### config.mk
export PLATFORM = sky130hd
export DESIGN_NAME = fir_stereo_scheduler
export DESIGN_NICKNAME = d
export VERILOG_FILES = /design/src/rtl/fir_stereo_scheduler.sv
export SDC_FILE = /design/constraint.sdc
export NUM_CORES = 1
export LEC_CHECK = 0
export BUFFER_PORTS_ARGS = -buffer_cell sky130_fd_sc_hd__buf_2
export CAP_MARGIN = 20
export CELL_PAD_IN_SITES_DETAIL_PLACEMENT = 0
export CELL_PAD_IN_SITES_GLOBAL_PLACEMENT = 2
export CORE_MARGIN = 4
export CORE_UTILIZATION = 30
export CTS_CLUSTER_SIZE = 20
export DETAILED_ROUTE_END_ITERATION = 16
export GPL_ROUTABILITY_DRIVEN = 0
export PLACE_DENSITY = 0.81
export SYNTH_ARGS = -nofsm -noshare
export SYNTH_HDL_FRONTEND = slang
export SYNTH_SLANG_ARGS = --single-unit
### constraint.sdc
create_clock -name clockext100MHz -period 2.35 [get_ports clockext100MHz]
set_clock_uncertainty 0.15 [all_clocks]
set_input_delay 0.47 -clock clockext100MHz [delete_from_list [all_inputs] [get_ports clockext100MHz]]
set_output_delay 0.47 -clock clockext100MHz [all_outputs]
set_load 0.02 [all_outputs]
### src/rtl/fir_stereo_scheduler.sv
`default_nettype none
// ============================================================================
//  Module   : fir_stereo_scheduler
//  Function : Shares one FIR MAC engine between the left and right channels:
//             latch pair, write buffers, run left then right, present both.
//  Revision : 1.0
// ============================================================================
module fir_stereo_scheduler #(
    parameter int DW          = 18,
    parameter int MAC_TIMEOUT = 4096
) (
    input  logic          clockext100MHz,
    input  logic          reset,
    input  logic          datain_ready,
    input  logic [DW-1:0] left_in,
    input  logic [DW-1:0] right_in,
    output logic          cb_wen,
    output logic [DW-1:0] cb_left_din,
    output logic [DW-1:0] cb_right_din,
    output logic          mac_start,
    output logic          mac_chsel,
    input  logic          mac_done,
    input  logic [DW-1:0] mac_result,
    output logic [DW-1:0] left_out,
    output logic [DW-1:0] right_out,
    output logic          dataout_ready,
    output logic          busy,
    input  logic          flag_clr,
    output logic          overrun,
    output logic          timeout
);

    localparam int                 c_cnt_w    = (MAC_TIMEOUT > 1) ? $clog2(MAC_TIMEOUT) : 1;
    localparam logic [c_cnt_w-1:0] c_cnt_last = c_cnt_w'(MAC_TIMEOUT - 1);
    localparam logic [c_cnt_w-1:0] c_cnt_one  = c_cnt_w'(1);

    typedef enum logic [2:0] {
        S_IDLE    = 3'd0,
        S_WRITE   = 3'd1,
        S_START_L = 3'd2,
        S_WAIT_L  = 3'd3,
        S_START_R = 3'd4,
        S_WAIT_R  = 3'd5,
        S_OUT     = 3'd6
    } state_t;

    state_t               state_q, state_d;
    logic [c_cnt_w-1:0]   cnt_q, cnt_d;
    logic [DW-1:0]        cb_left_din_q, cb_left_din_d;
    logic [DW-1:0]        cb_right_din_q, cb_right_din_d;
    logic [DW-1:0]        left_res_q, left_res_d;
    logic [DW-1:0]        right_res_q, right_res_d;
    logic [DW-1:0]        left_out_q, left_out_d;
    logic [DW-1:0]        right_out_q, right_out_d;
    logic                 cb_wen_q, cb_wen_d;
    logic                 mac_start_q, mac_start_d;
    logic                 mac_chsel_q, mac_chsel_d;
    logic                 dataout_ready_q, dataout_ready_d;
    logic                 busy_q, busy_d;
    logic                 overrun_q, overrun_d;
    logic                 timeout_q, timeout_d;

    always_comb begin
        state_d        = state_q;
        cnt_d          = cnt_q;
        cb_left_din_d  = cb_left_din_q;
        cb_right_din_d = cb_right_din_q;
        left_res_d     = left_res_q;
        right_res_d    = right_res_q;
        left_out_d     = left_out_q;
        right_out_d    = right_out_q;
        overrun_d      = overrun_q & ~flag_clr;
        timeout_d      = timeout_q & ~flag_clr;

        case (state_q)
            S_IDLE: begin
                if (datain_ready) begin
                    cb_left_din_d  = left_in;
                    cb_right_din_d = right_in;
                    state_d        = S_WRITE;
                end
            end
            S_WRITE:   state_d = S_START_L;
            S_START_L: begin
                cnt_d   = '0;
                state_d = S_WAIT_L;
            end
            S_WAIT_L: begin
                // A done arriving on the expiry cycle still counts as a result.
                if (mac_done) begin
                    left_res_d = mac_result;
                    state_d    = S_START_R;
                end else if (cnt_q == c_cnt_last) begin
                    left_res_d = '0;
                    timeout_d  = 1'b1;
                    state_d    = S_START_R;
                end else begin
                    cnt_d = cnt_q + c_cnt_one;
                end
            end
            S_START_R: begin
                cnt_d   = '0;
                state_d = S_WAIT_R;
            end
            S_WAIT_R: begin
                if (mac_done) begin
                    right_res_d = mac_result;
                    state_d     = S_OUT;
                end else if (cnt_q == c_cnt_last) begin
                    right_res_d = '0;
                    timeout_d   = 1'b1;
                    state_d     = S_OUT;
                end else begin
                    cnt_d = cnt_q + c_cnt_one;
                end
            end
            S_OUT:   state_d = S_IDLE;
            default: state_d = S_IDLE;
        endcase

        if ((state_q != S_IDLE) && datain_ready) begin
            overrun_d = 1'b1;
        end

        // Outputs are registered from the next state so they line up with it.
        if (state_d == S_OUT) begin
            left_out_d  = left_res_d;
            right_out_d = right_res_d;
        end
        cb_wen_d        = (state_d == S_WRITE);
        mac_start_d     = (state_d == S_START_L) || (state_d == S_START_R);
        mac_chsel_d     = (state_d == S_START_R) || (state_d == S_WAIT_R);
        dataout_ready_d = (state_d == S_OUT);
        busy_d          = (state_d != S_IDLE);
    end

    always_ff @(posedge clockext100MHz or negedge reset) begin
        if (!reset) begin
            state_q         <= S_IDLE;
            cnt_q           <= '0;
            cb_left_din_q   <= '0;
            cb_right_din_q  <= '0;
            left_res_q      <= '0;
            right_res_q     <= '0;
            left_out_q      <= '0;
            right_out_q     <= '0;
            cb_wen_q        <= 1'b0;
            mac_start_q     <= 1'b0;
            mac_chsel_q     <= 1'b0;
            dataout_ready_q <= 1'b0;
            busy_q          <= 1'b0;
            overrun_q       <= 1'b0;
            timeout_q       <= 1'b0;
        end else begin
            state_q         <= state_d;
            cnt_q           <= cnt_d;
            cb_left_din_q   <= cb_left_din_d;
            cb_right_din_q  <= cb_right_din_d;
            left_res_q      <= left_res_d;
            right_res_q     <= right_res_d;
            left_out_q      <= left_out_d;
            right_out_q     <= right_out_d;
            cb_wen_q        <= cb_wen_d;
            mac_start_q     <= mac_start_d;
            mac_chsel_q     <= mac_chsel_d;
            dataout_ready_q <= dataout_ready_d;
            busy_q          <= busy_d;
            overrun_q       <= overrun_d;
            timeout_q       <= timeout_d;
        end
    end

    assign cb_wen        = cb_wen_q;
    assign cb_left_din   = cb_left_din_q;
    assign cb_right_din  = cb_right_din_q;
    assign mac_start     = mac_start_q;
    assign mac_chsel     = mac_chsel_q;
    assign left_out      = left_out_q;
    assign right_out     = right_out_q;
    assign dataout_ready = dataout_ready_q;
    assign busy          = busy_q;
    assign overrun       = overrun_q;
    assign timeout       = timeout_q;

endmodule
`default_nettype wire

==> impl_summary.log <==
INFO  metric run_status = completed
INFO  metric finalCriticalPeriod = 2.12 ns
INFO  metric finalCoreUtilization = 39.0%
INFO  metric worst_endpoint_data_arrival_time = 2.20 ns
INFO  metric postSynthAreaPerCell = 13.0 µm²
INFO  metric clock-root-buffer = sky130_fd_sc_hd__clkbuf_16
INFO  metric final_hold_viol_count = 0
INFO  metric globalRoute.totalOverflow = 0
INFO  metric drt.antenna.violating_nets = 0
INFO  metric clkLatencyLatePin = 0.35 ns
INFO  metric area_taken_by_flip_flops_and_latches = 0.00280 mm²
INFO  metric synth_sequential_area_ratio = 57.6%
INFO  metric post_synth_main_area_contributors = sky130_fd_sc_hd__dfrtp_1 58%, sky130_fd_sc_hd__mux2_2 9.7%, sky130_fd_sc_hd__o2bb2ai_2 5.6%
INFO  metric pin_count_of_the_biggest_net_entering_global_routing = 56
INFO  metric syn_inst = 373
INFO  metric htree_depth = 3
INFO  metric asyncSetResetFlopFracSynth = 100%
INFO  metric max_freq = 471 MHz
INFO  metric synth_area_leader_cell = sky130_fd_sc_hd__dfrtp_1
INFO  metric routed_wire_length_per_instance = 15.7 µm
INFO  metric dr.first_iter.drc_count = 244
INFO  metric critical_path.max_stage_delay = 0.50 ns
INFO  metric slowest_stage = sky130_fd_sc_hd__o21ai_4
INFO  metric cp_top_family = compound AO/OA/AOI/OAI gates
INFO  metric cts_num_sinks = 112
INFO  metric drive_gt1_share = 48.8%
INFO  metric timing.setup.critical_path_class = flip-flop to flip-flop
INFO  metric drtPass1Iterations = 4
INFO  metric layout_worst_path_cycle_share = 90.3%
INFO  metric worstHoldPathType = primary input to flip-flop
INFO  metric cts_tree = built
INFO  metric fin_max_slew_vios = 0
INFO  metric via_count = 3514
INFO  metric die-width = 135 µm
INFO  metric die_height = 135 µm
INFO  metric critPathCaptureType = flip-flop
INFO  metric setup_viol = 0
INFO  metric synth_top_family_by_area = compound AO/OA/AOI/OAI gates
INFO  metric number_of_placed_cells_counting_well_taps = 720
INFO  metric drt-vias-per-instance = 4.77
INFO  metric synth.lib_cells_used.distinct = 47
INFO  metric final_nets = 576
INFO  metric power_density = 1310 mW/mm²
INFO  metric grt_use_total = 13.1%
INFO  metric post_synth_and_or_nand_nor_area_fraction = 9.26%
INFO  metric first_global_vias = 3672
INFO  metric port_buffers = 137
INFO  metric irDropWorstVdd = 0.431 mV
INFO  metric placement_rows = 46
INFO  metric multi_input_comb_area = 0.00191 mm²
INFO  metric grt_first_pass_wirelength = 19.2 mm
INFO  metric path_cells = ha_1 -> nand3_2 -> nor3_4 -> o21ai_4 -> buf_16 -> mux2_4
INFO  metric area_of_the_core = 0.0159 mm²
INFO  metric synth_edf_count = 0
INFO  metric design.die.area = 0.0183 mm²
INFO  metric antennaDiodeCount = 0
INFO  metric synth_compound_gate_area_share = 15.2%
INFO  metric post_synthesis_instance_area = 0.00486 mm²
INFO  metric worst_slew_margin_rel = 58.9%
INFO  metric synthToLayoutAreaGrowth = 27.5%
INFO  metric synth.mux.area_fraction = 13.9%
INFO  metric ioPinCount = 138
INFO  metric total_leakage_power = 3.00 nW
INFO  metric synth.top_cell.area_share = 57.6%
INFO  metric drt_drc_violations_left = 0
INFO  metric fin_hold_ws = 0.195 ns
INFO  metric wirelength = 11.5 mm
INFO  metric grt_setup_unrepaired = false
INFO  metric floorplan.initialDensity = 30.6%
INFO  metric post_synth_fa_ha_maj_area_fraction = 0.257%
INFO  metric timing.max_cap.violations = 0
INFO  metric post_layout_nonfiller_instances = 736
INFO  metric critical_path_peak_fanout = 22
INFO  metric cp_num_buf_inv = 1
INFO  metric critical_path.startpoint_type = flip-flop
INFO  metric flip_flop_and_latch_count_after_synthesis = 112
INFO  metric cts-root-to-sink-buffers = 2
INFO  metric post_synth_xor_area_fraction = 0.360%
INFO  metric worst-endpoint-required = 2.43 ns
INFO  metric number_of_antenna_violations_at_the_first_check_in_global_routing = 1
INFO  metric dp_hpwl = 8.42 mm
INFO  metric postSynth.topFlopCell = sky130_fd_sc_hd__dfrtp_1
INFO  metric cts_buffers = 9
INFO  metric synth_warnings = 0
INFO  metric tightestPinTransition = 0.615 ns
INFO  metric clk_pin_slew = 0.08 ns
INFO  metric synth_fp_nets = 433
INFO  metric fillers = 1567
INFO  metric setup-tns-final = 0 ns
## per-stage QoR
stage	total power, W	area (µm²)	worst slack (ns)
2_1_floorplan	0.00555	4860	0.420
3_3_place_gp	0.00667	5880	-0.0753
5_1_grt	0.00870	6200	0.0997
3_5_place_dp	0.00676	5910	0.138
6_report	0.00811	6200	0.227
4_1_cts	0.00825	6190	0.118
## flip-flops by register name (all words and copies together) (netlist names), 3 cells and up
name / cells
cb_left_din: 18
cb_right_din: 18
left_out: 18
left_res_q: 18
right_out: 18
cnt_q: 12
state_q: 3
## synth_stat cells, drive strengths merged, types with 3 or more instances
library cell,n
nor2,9
o21ai,22
nor3,4
and3,3
dfrtp,112
a32o,19
a21oi,4
a21o,3
clkbuf,13
buf,14
o2bb2ai,19
nor4,3
nand3,7
nand2b,4
inv,5
nand2,47
nand4,4
mux2,55
o311ai,3
## report_power, final
group / internal (W) / total (W) / switching [W]
clock network: 0.000730 / 0.00144 / 0.000714
logic: 0.00153 / 0.00346 / 0.00193
registers: 0.00272 / 0.00321 / 0.000492
## repair_timing
| item | 4_1_cts | 5_1_grt |
|---|---|---|
| hold buffers | 1 | 0 |
| resized for setup | 0 | 1 |
| setup endpoints to repair | 0 | 7 |
| hold endpoints to repair | 37 | 0 |
| buffers inserted | 0 | 0 |
## cell type report
| type | count | area share [%] |
|---|---|---|
| Inverter | 5 | 0.303 |
| Sequential cell | 112 | 45.2 |
| Multi-Input combinational cell | 229 | 30.7 |
| Timing Repair Buffer | 159 | 14.9 |
| Clock inverter | 6 | 0.787 |
| Tap cell | 216 | 4.36 |
| Clock buffer | 9 | 3.63 |
## cells in the final DEF (no fill, tap or decap), types with 2 or more instances in the layout
cell type | synthesis | routed
sky130_fd_sc_hd__inv_1 | 5 | 5
sky130_fd_sc_hd__nor3_1 | 3 | 3
sky130_fd_sc_hd__inv_6 | 0 | 4
sky130_fd_sc_hd__nor4_1 | 3 | 3
sky130_fd_sc_hd__nor2_1 | 8 | 8
sky130_fd_sc_hd__buf_12 | 0 | 4
sky130_fd_sc_hd__and4_1 | 2 | 2
sky130_fd_sc_hd__a32o_1 | 19 | 19
sky130_fd_sc_hd__buf_2 | 8 | 136
sky130_fd_sc_hd__a21oi_1 | 4 | 4
sky130_fd_sc_hd__a21o_1 | 3 | 3
sky130_fd_sc_hd__nand4_1 | 3 | 3
sky130_fd_sc_hd__mux2_4 | 13 | 13
sky130_fd_sc_hd__buf_4 | 0 | 17
sky130_fd_sc_hd__clkbuf_16 | 0 | 9
sky130_fd_sc_hd__nand3_1 | 6 | 6
sky130_fd_sc_hd__o21ai_0 | 21 | 21
sky130_fd_sc_hd__nand2b_1 | 4 | 4
sky130_fd_sc_hd__and3_1 | 3 | 3
sky130_fd_sc_hd__nand2_1 | 47 | 47
sky130_fd_sc_hd__dfrtp_1 | 112 | 112
sky130_fd_sc_hd__o41ai_1 | 2 | 2
sky130_fd_sc_hd__o2bb2ai_2 | 18 | 18
sky130_fd_sc_hd__mux2_2 | 42 | 42
sky130_fd_sc_hd__a31oi_1 | 2 | 2
sky130_fd_sc_hd__o311ai_0 | 3 | 3
## per-layer routing
metal / vias up / share of wire [%] / GRT usage (%)
li1: 1659 / - / -
met1: 1757 / 44 / 17.3
met2: 85 / 49 / 20.9
met3: 11 / 6.1 / 3.12
met4: 2 / 1.3 / 4.76
met5: - / 0.11 / 0
## final timing paths
path / start / endpoint / slack, ns / cells past startpoint
max in group asynchronous: reset / left_res_q[14] / 0.96 / 3
min in group asynchronous: reset / dataout_ready / 0.48 / 2
worst max register to register: cnt_q[0] / left_out[14] / 0.23 / 6
worst min-delay path: right_in[11] / cb_right_din[11] / 0.20 / 2
worst max-delay path: cnt_q[0] / left_out[14] / 0.23 / 6
worst min register to register: right_out[2] / right_out[2] / 0.34 / 1
## kinds of logic after synthesis
family	after synthesis
DFF	112
adders and majority gates	1
AOI/OAI and AO/OA	80
and+or+nand+nor	90
xor gates and xnor gates	2
muxes	56
buffers and inverters	32
Note: power is estimated with default switching activity, not from simulation.
